[config.mk]
export PLATFORM = sky130hd
export DESIGN_NAME = terminate_issue_queue
export DESIGN_NICKNAME = d
export VERILOG_FILES = /design/src/rtl/term_iq_pkg.sv /design/src/rtl/term_iq_operand.sv /design/src/rtl/terminate_issue_queue.sv
export SDC_FILE = /design/constraint.sdc
export NUM_CORES = 1
export LEC_CHECK = 0
export ABC_CLOCK_PERIOD_IN_PS = 7320
export CORE_ASPECT_RATIO = 1.1
export CORE_MARGIN = 3
export CORE_UTILIZATION = 50
export DETAILED_ROUTE_END_ITERATION = 12
export HOLD_SLACK_MARGIN = 0.08
export PLACE_DENSITY = 0.8
export REMOVE_ABC_BUFFERS = 1
export SLEW_MARGIN = 20
export SYNTH_ARGS = -nofsm -noshare
export SYNTH_HDL_FRONTEND = slang
export SYNTH_SLANG_ARGS = --single-unit
[constraint.sdc]
create_clock -name clk -period 7.32 [get_ports clk]
set_input_delay 1.464 -clock clk [delete_from_list [all_inputs] [get_ports clk]]
set_output_delay 1.464 -clock clk [all_outputs]
set_load 0.05 [all_outputs]
[src/rtl/term_iq_pkg.sv]
// Shared types for the terminate issue queue: operand/entry records and the issue-ready test.
// Tag width is fixed here; queue depth defaults to DEPTH_DEF.
package term_iq_pkg;

    localparam int unsigned TAG_W     = 5;
    localparam int unsigned DEPTH_DEF = 4;

    typedef struct packed {
        logic [TAG_W-1:0] tag;
        logic             rdy;
        logic [7:0]       val;
    } operand_t;

    typedef struct packed {
        logic       valid;
        logic [3:0] opcode;
        operand_t   base_lo;
        operand_t   base_hi;
        operand_t   flag;
        logic [7:0] offset;
        logic [3:0] immediate;
        logic [4:0] rob;
        logic [7:0] arch_dest;
        logic [9:0] phys_dest;
    } entry_t;

    // Unconditional terminates (opcode bit0) do not wait for the flag byte.
    function automatic logic entry_ready(input entry_t e);
        return e.valid & e.base_lo.rdy & e.base_hi.rdy & (e.opcode[0] | e.flag.rdy);
    endfunction

endpackage

[src/rtl/term_iq_operand.sv]
// One operand's next value: enqueue-vs-stored mux followed by tag compare and value capture.
// The same path serves stored wakeup and the enqueue-cycle bypass.
module term_iq_operand
    import term_iq_pkg::*;
(
    input  logic             sel_enq,
    input  operand_t         enq_op,
    input  operand_t         cur_op,
    input  logic             cdb_valid,
    input  logic [TAG_W-1:0] cdb_tag,
    input  logic [7:0]       cdb_value,
    output operand_t         nxt_op
);

    operand_t src;

    always_comb begin
        src    = sel_enq ? enq_op : cur_op;
        nxt_op = src;
        if (cdb_valid && !src.rdy && (src.tag == cdb_tag)) begin
            nxt_op.rdy = 1'b1;
            nxt_op.val = cdb_value;
        end
    end

endmodule

[src/rtl/terminate_issue_queue.sv]
// Age-ordered collapsing issue queue for terminate instructions, oldest-ready-first issue.
// Define TERM_IQ_ISSUE_REG_EN to add a one-entry registered output stage.
module terminate_issue_queue
    import term_iq_pkg::*;
#(
    parameter int unsigned DEPTH = DEPTH_DEF
) (
    input  logic             clk,
    input  logic             rst,
    input  logic             flush,
    input  logic             enq_valid,
    output logic             enq_ready,
    input  logic [3:0]       enq_opcode,
    input  logic [TAG_W-1:0] enq_base_lo_tag,
    input  logic [TAG_W-1:0] enq_base_hi_tag,
    input  logic             enq_base_lo_rdy,
    input  logic             enq_base_hi_rdy,
    input  logic [7:0]       enq_base_lo_val,
    input  logic [7:0]       enq_base_hi_val,
    input  logic [TAG_W-1:0] enq_flag_tag,
    input  logic             enq_flag_rdy,
    input  logic [7:0]       enq_flag_val,
    input  logic [7:0]       enq_offset,
    input  logic [3:0]       enq_immediate,
    input  logic [4:0]       enq_rob,
    input  logic [7:0]       enq_arch_dest,
    input  logic [9:0]       enq_phys_dest,
    input  logic             cdb_valid,
    input  logic [TAG_W-1:0] cdb_tag,
    input  logic [7:0]       cdb_value,
    output logic [3:0]       opcode,
    output logic [15:0]      reg_base_val,
    output logic [7:0]       flag_vals,
    output logic [7:0]       offset,
    output logic [3:0]       immediate,
    output logic             instr_valid,
    input  logic             instr_ready,
    output logic [4:0]       ROB_entries,
    output logic [7:0]       arch_dest_regs,
    output logic [9:0]       phys_dest_regs
);

    localparam int unsigned CNT_W = $clog2(DEPTH + 1);
    localparam int unsigned IDX_W = $clog2(DEPTH);

    entry_t           slot_q [DEPTH];
    entry_t           src    [DEPTH];
    entry_t           slot_d [DEPTH];
    operand_t         lo_d   [DEPTH];
    operand_t         hi_d   [DEPTH];
    operand_t         fl_d   [DEPTH];
    logic [DEPTH-1:0] rdy_vec;
    logic [DEPTH-1:0] enq_here;
    logic [CNT_W-1:0] count_q;
    logic [CNT_W-1:0] count_d;
    logic [CNT_W-1:0] wr_idx;
    logic [IDX_W-1:0] sel_idx;
    logic             any_rdy;
    logic             remove;
    logic             enq_fire;
    entry_t           enq_entry;
    entry_t           sel_entry;
    entry_t           out_entry;

    assign enq_ready = (count_q < CNT_W'(DEPTH));
    assign enq_fire  = enq_valid & enq_ready;

    always_comb begin
        enq_entry = '{
            valid:     1'b1,
            opcode:    enq_opcode,
            base_lo:   '{tag: enq_base_lo_tag, rdy: enq_base_lo_rdy, val: enq_base_lo_val},
            base_hi:   '{tag: enq_base_hi_tag, rdy: enq_base_hi_rdy, val: enq_base_hi_val},
            flag:      '{tag: enq_flag_tag, rdy: enq_flag_rdy, val: enq_flag_val},
            offset:    enq_offset,
            immediate: enq_immediate,
            rob:       enq_rob,
            arch_dest: enq_arch_dest,
            phys_dest: enq_phys_dest
        };
    end

    // Descending scan so the lowest-index (oldest) ready slot wins.
    always_comb begin
        sel_idx = '0;
        any_rdy = 1'b0;
        for (int i = int'(DEPTH) - 1; i >= 0; i--) begin
            rdy_vec[i] = entry_ready(slot_q[i]);
            if (rdy_vec[i]) begin
                sel_idx = IDX_W'(i);
                any_rdy = 1'b1;
            end
        end
    end

    assign sel_entry = slot_q[sel_idx];

`ifdef TERM_IQ_ISSUE_REG_EN
    entry_t stage_q;
    entry_t stage_d;
    logic   fire;
    logic   load;

    assign fire   = stage_q.valid & instr_ready;
    assign load   = any_rdy & (~stage_q.valid | instr_ready);
    assign remove = load;

    always_comb begin
        stage_d = stage_q;
        if (load) begin
            stage_d = sel_entry;
        end else if (fire) begin
            stage_d = '0;
        end
    end

    always_ff @(posedge clk) begin
        if (rst || flush) begin
            stage_q <= '0;
        end else begin
            stage_q <= stage_d;
        end
    end

    assign out_entry = stage_q;
`else
    assign remove    = any_rdy & instr_ready;
    assign out_entry = any_rdy ? sel_entry : '0;
`endif

    // Slots at or above the removed index take their upper neighbour; the enqueue lands at the
    // first free slot after that collapse.
    always_comb begin
        wr_idx = count_q - CNT_W'(remove);
        for (int i = 0; i < int'(DEPTH); i++) begin
            src[i] = slot_q[i];
            if (remove && (i >= int'(sel_idx))) src[i] = '0;
            enq_here[i] = enq_fire && (wr_idx == CNT_W'(i));
        end
        for (int i = 0; i < int'(DEPTH) - 1; i++) begin
            if (remove && (i >= int'(sel_idx))) src[i] = slot_q[i+1];
        end
    end

    for (genvar g = 0; g < DEPTH; g++) begin : g_slot
        term_iq_operand u_lo (
            .sel_enq   (enq_here[g]),
            .enq_op    (enq_entry.base_lo),
            .cur_op    (src[g].base_lo),
            .cdb_valid (cdb_valid),
            .cdb_tag   (cdb_tag),
            .cdb_value (cdb_value),
            .nxt_op    (lo_d[g])
        );
        term_iq_operand u_hi (
            .sel_enq   (enq_here[g]),
            .enq_op    (enq_entry.base_hi),
            .cur_op    (src[g].base_hi),
            .cdb_valid (cdb_valid),
            .cdb_tag   (cdb_tag),
            .cdb_value (cdb_value),
            .nxt_op    (hi_d[g])
        );
        term_iq_operand u_flag (
            .sel_enq   (enq_here[g]),
            .enq_op    (enq_entry.flag),
            .cur_op    (src[g].flag),
            .cdb_valid (cdb_valid),
            .cdb_tag   (cdb_tag),
            .cdb_value (cdb_value),
            .nxt_op    (fl_d[g])
        );
    end

    always_comb begin
        for (int i = 0; i < int'(DEPTH); i++) begin
            slot_d[i]         = enq_here[i] ? enq_entry : src[i];
            slot_d[i].base_lo = lo_d[i];
            slot_d[i].base_hi = hi_d[i];
            slot_d[i].flag    = fl_d[i];
        end
    end

    assign count_d = count_q + CNT_W'(enq_fire) - CNT_W'(remove);

    always_ff @(posedge clk) begin
        if (rst || flush) begin
            count_q <= '0;
            for (int i = 0; i < int'(DEPTH); i++) slot_q[i] <= '0;
        end else begin
            count_q <= count_d;
            for (int i = 0; i < int'(DEPTH); i++) slot_q[i] <= slot_d[i];
        end
    end

    assign instr_valid    = out_entry.valid;
    assign opcode         = out_entry.opcode;
    assign reg_base_val   = {out_entry.base_hi.val, out_entry.base_lo.val};
    assign flag_vals      = out_entry.flag.val;
    assign offset         = out_entry.offset;
    assign immediate      = out_entry.immediate;
    assign ROB_entries    = out_entry.rob;
    assign arch_dest_regs = out_entry.arch_dest;
    assign phys_dest_regs = out_entry.phys_dest;

    // Tags and ready bits stop at the queue boundary.
    logic unused_out;
    assign unused_out = ^{out_entry.base_lo.tag, out_entry.base_lo.rdy,
                          out_entry.base_hi.tag, out_entry.base_hi.rdy,
                          out_entry.flag.tag, out_entry.flag.rdy};

endmodule

# Word level (Yosys, flattened, before mapping)
# Memories as Yosys holds them, arrays and structs flattened.
# Cells that the tools add are included.
# word_totals
output_inout_bits	65
mem_bits_ro	0
ff_bits	3
latchBits	0
mem_count	1
ram_bits	328
in_bits	100
wordCells	139
# mem_list
name	depth	width	read_ports	rd_clocked_by_memory_dff	wr	line_no	text
slot_q	4	82	5	0	4	terminate_issue_queue.sv:46	entry_t slot_q [DEPTH];
# op_classes
bitwise_logic	22
eq_ne	15
mul	0
mux	48
reduce_logical	45
add_sub_neg	3
order_cmp	4
div_mod_pow	0
shifts	0
# op_table
cell	n
82-bit two-way mux	13
14-bit two-way mux	12
9-bit two-way mux	12
5-bit == test	12
1-bit logical AND	31
1-bit AND	14
1-bit zero test	12
2-bit two-way mux	4
1-bit bitwise OR	8
1-bit two-way mux	7
3-bit by 2-bit == test with 1-bit output (second input constant)	2
3-bit by 1-bit subtractor with 3-bit output	2
1-bit by 2-bit >= comparator with 1-bit output (first input constant)	2
3-bit by 1-bit adder with 3-bit output	1
3-bit by 1-bit == test with 1-bit output (second input constant)	1
3-bit zero test	1
3-bit less-than comparator (second input constant)	1
2-bit >= comparator (first input constant)	1
1-bit logical OR	1

# Depth between registers and ports, before layout
# An unclocked memory read counts as a cell.
# depth
ltp_word	18
depth_mapped	15
mapped_depth_nobuf	12

# Hierarchy
# A second synthesis with hierarchy kept.
# unflattened
hier_cells	2029
area_unflattened_um2	20238.2
# modules_own_cells
module	instances	area_each_um2	cells_per_inst
terminate_issue_queue	1	16049.1	1657
term_iq_operand	12	349.1	31

# Least setup slack after synthesis
# No wires, ideal clock.
# synth_path
path_kind	input port to flip-flop
from	input port instr_ready
to	memory slot_q[1][35] (netlist bit)
setup_slack_ns	3.069
required_ns	7.188
path_buffers	2
cell_stages	13
setup_ns	0.132
arrival_time_ns	4.118
cell_sequence	buf_2 -> o41ai_4 -> inv_2 -> ha_1 -> ha_1 -> or4b_4 -> nor2_2 -> buf_2 -> nand2_1 -> o211ai_1 -> nand4_1 -> or4_1 -> mux2i_1
# synth_rtl
element	line_no	text
start, declared	terminate_issue_queue.sv:37	input logic instr_ready,
end, declared	terminate_issue_queue.sv:46	

==> flow_metrics.tcl <==
set metrics [dict create \
    relSlewSlack_pct 21.78 \
    drv_cap 0 \
    slowest_stage "o2111ai_2" \
    io_pins 165 \
    cp-end-kind "output port" \
    power_frac_seq_pct 45.9 \
    gp_congestion 0.9237 \
    ys_top_cells_by_area "dfxtp_1 (36%), nand2_1 (10%), mux4_2 (7.7%)" \
    ctsHtreeMaxLevel 2 \
    ys_ff_latch 331 \
    synthTopCellsByCount "nand2_1 (493), dfxtp_1 (331), nand3_1 (212)" \
    viasPerCell 6.625 \
    tightest_slew_ps 1172 \
    ys.flop_type "dfxtp_1" \
    hold_viol_final 0 \
    slowest_delay_ps 760 \
    irDropWorstVdd_mv 0.1442 \
    first_global_vias 18040 \
    cts-root-buf "clkbuf_16" \
    drv_slew 0 \
    wl_per_cell_um 22.13 \
    yosys_warnings 0 \
    cts_hold_buf 0 \
    fmax_mhz 175.6 \
    fin_crit_sh_pct 77.78 \
    post-cts-setup-buffers 0 \
    p_int_mw 3.043 \
    period_needed_ps 5694 \
    switching_share_pct 24.76 \
    p_per_area_nw_per_um2 188.8 \
    clockPowerShare_pct 45.0 \
    clk_latency_ps 530 \
    syn_inst 2290 \
    cts_resized 0 \
    pre_cts_slack_ps 1516 \
    remaining_drc_errors 0 \
    synth.most_common_cell "nand2_1" \
    drt-total-wl_um 62170 \
    total_power_mw 4.045 \
    hpwl_um 37330 \
    grt_usage_pct 29.88 \
    ys_async_sr_fraction_pct 0 \
    path_cells "o2111ai_2, nand2_1, a21oi_4, buf_4, mux4_2, and2_1, clkdlybuf4s50_1" \
    gr-total-overflow 0 \
    yosysTopAreaCell "dfxtp_1" \
    fin_skew_ps 11.83 \
    leakage_nw 7.528 \
    antenna_found_initial 2 \
    drive_above_1_share_pct 8.441 \
    synth_cell_types 65 \
    p_comb_share_pct 9.1 \
    start_util_pct 50.94 \
    grt_max_degree 100 \
    via_count 18610 \
    portBuffers 164 \
    layout.nets 2404 \
    switching_power_mw 1.002 \
    postRouteAntennaNets 0 \
    first_iter_violations 2402 \
    setup_slack_ps 1626 \
    hold_path.class "reg2reg" \
    cts_tree "done" \
    path_delay_family "buffers and inverters" \
    cts_buffers 37 \
    nFillCells 3207 \
    die_area_sq_um 39380 \
    clockBufferDepth 3 \
    setup_viol 0 \
    rsz0062_at_grt "false" \
    syn_area_sq_um 18520 \
    tns_ps 0 \
    insertedDiodeCount 0 \
    worst-path-buf-inv 2 \
    cts_sinks 331 \
    die_y_um 207.8 \
    synth-edff-count 0 \
    drt-pass1-iter-count 6 \
    outcome "finished clean" \
    cp_max_fo 32 \
    yosysSeqAreaShare_pct 35.79 \
    num_rows 73 \
    grt_pass1_wl_um 96830 \
    dieWidth_um 189.5 \
    worstPathRequired_ps 5860 \
    yosysTopAreaCellShare_pct 35.79 \
    syn_area_per_cell_sq_um 8.086 \
    core_area_sq_um 36350 \
    arrival_ps 4230 \
    syn_to_final_growth_pct 15.67 \
    start_kind "register" \
    cts.clk_slew.worst_paths_ps 60 \
    crit_type "reg2out" \
]
[placed cells by master, fill, tap and decap left out, types with 9 or more instances in the layout]
cell type,Yosys,routed
a211oi_1,17,17
a21oi_1,89,88
a311o_1,24,24
a311oi_1,125,125
a31oi_1,26,26
a41oi_1,9,9
and2_1,98,98
buf_4,3,39
clkbuf_16,0,39
clkdlybuf4s50_1,0,163
clkinv_2,0,9
dfxtp_1,331,331
inv_1,17,16
mux2i_1,108,108
mux4_2,63,63
nand2_1,493,490
nand3_1,212,212
nor2_1,191,188
nor2b_1,9,9
nor3_1,22,22
o211ai_1,53,53
o21ai_0,22,22
o311ai_0,9,9
xnor2_1,28,28
xor2_1,11,11
[power by group through the flow]
| stage | clock network [mW] | registers (mW) | logic [mW] |
|---|---|---|---|
| after global placement | 0 | 1.89 | 0.347 |
| after CTS | 1.83 | 1.86 | 0.357 |
| after global routing | 1.90 | 1.86 | 0.390 |
| final | 1.82 | 1.86 | 0.367 |
| after detailed placement | 0 | 1.89 | 0.355 |
| after floorplan | 0 | 1.89 | 0.188 |
[worst paths after layout]
kind	startpoint	endpoint	slack [ps]	cells after the start
min	slot_q[3][76]$_SDFF_PP0_	slot_q[3][76]$_SDFF_PP0_	470	2
max	slot_q[1][77]$_SDFFE_PP0P_	reg_base_val[1]	1630	7
min reg2reg	slot_q[3][76]$_SDFF_PP0_	slot_q[3][76]$_SDFF_PP0_	470	2
max reg2reg	slot_q[0][77]$_SDFFE_PP0P_	slot_q[1][68]$_SDFFE_PP0P_	1650	12
[registers in the layout, indices dropped and copies added, names as in the netlist]
signal,flops
slot_q,328
count_q,3
[cells by family (layout without fill, tap and decap cells)]
logic type,after synthesis,count (layout),share of synthesized area (%)
AND/OR/NAND/NOR,1061,1061,25.41
AO/OA/AOI/OAI,430,430,17.64
flip-flops,331,331,35.79
buffers and inverters,253,285,5.433
multiplexers,171,171,13.50
XOR/XNOR,39,39,1.845
adder cells (fa/ha/maj),5,5,0.3784
[area by class of cell]
type                    instances  area (sq um)  share of cell area (%)
multi-input cells            1706         11000                   51.35
flip-flops and latches        331          6626                   30.94
repair buffers                203          1944                   9.078
clock buffers                  52          1085                   5.065
well taps                     487         609.3                   2.845
clock inverters                10         78.83                  0.3680
inverters                      20         76.32                  0.3564
[worst reg2reg max path: cells and delay by family, from the launching register on]
kind | cells | cell delay [ps]
multiplexers | 1 | 350
flip-flops | 1 | 350
AO/OA/AOI/OAI | 3 | 1180
adder cells (fa/ha/maj) | 2 | 850
buffers and inverters | 2 | 650
AND/OR/NAND/NOR | 4 | 2200
[stage by stage]
stage	util (%)	hold WS [ps]	instance area, sq um	cells
2_1_floorplan	-	446.2	17590	2057
3_3_place_gp	55.71	456.5	20250	2747
3_5_place_dp	55.71	463.8	20250	2747
4_1_cts	58.91	471.2	21420	2809
5_1_grt	58.92	491.1	21420	2809
6_report	58.92	473.4	21420	2809
[per-layer routing]
metal  up-vias  track usage, %  share of wire (%)
li1       8234               -                  -
met1      8841           38.53                 38
met2      1299           48.78                 47
met3       235           4.965                 10
met4         2           14.30                4.5
met5         -               0              0.016
Power figures use the tool's default switching activity.
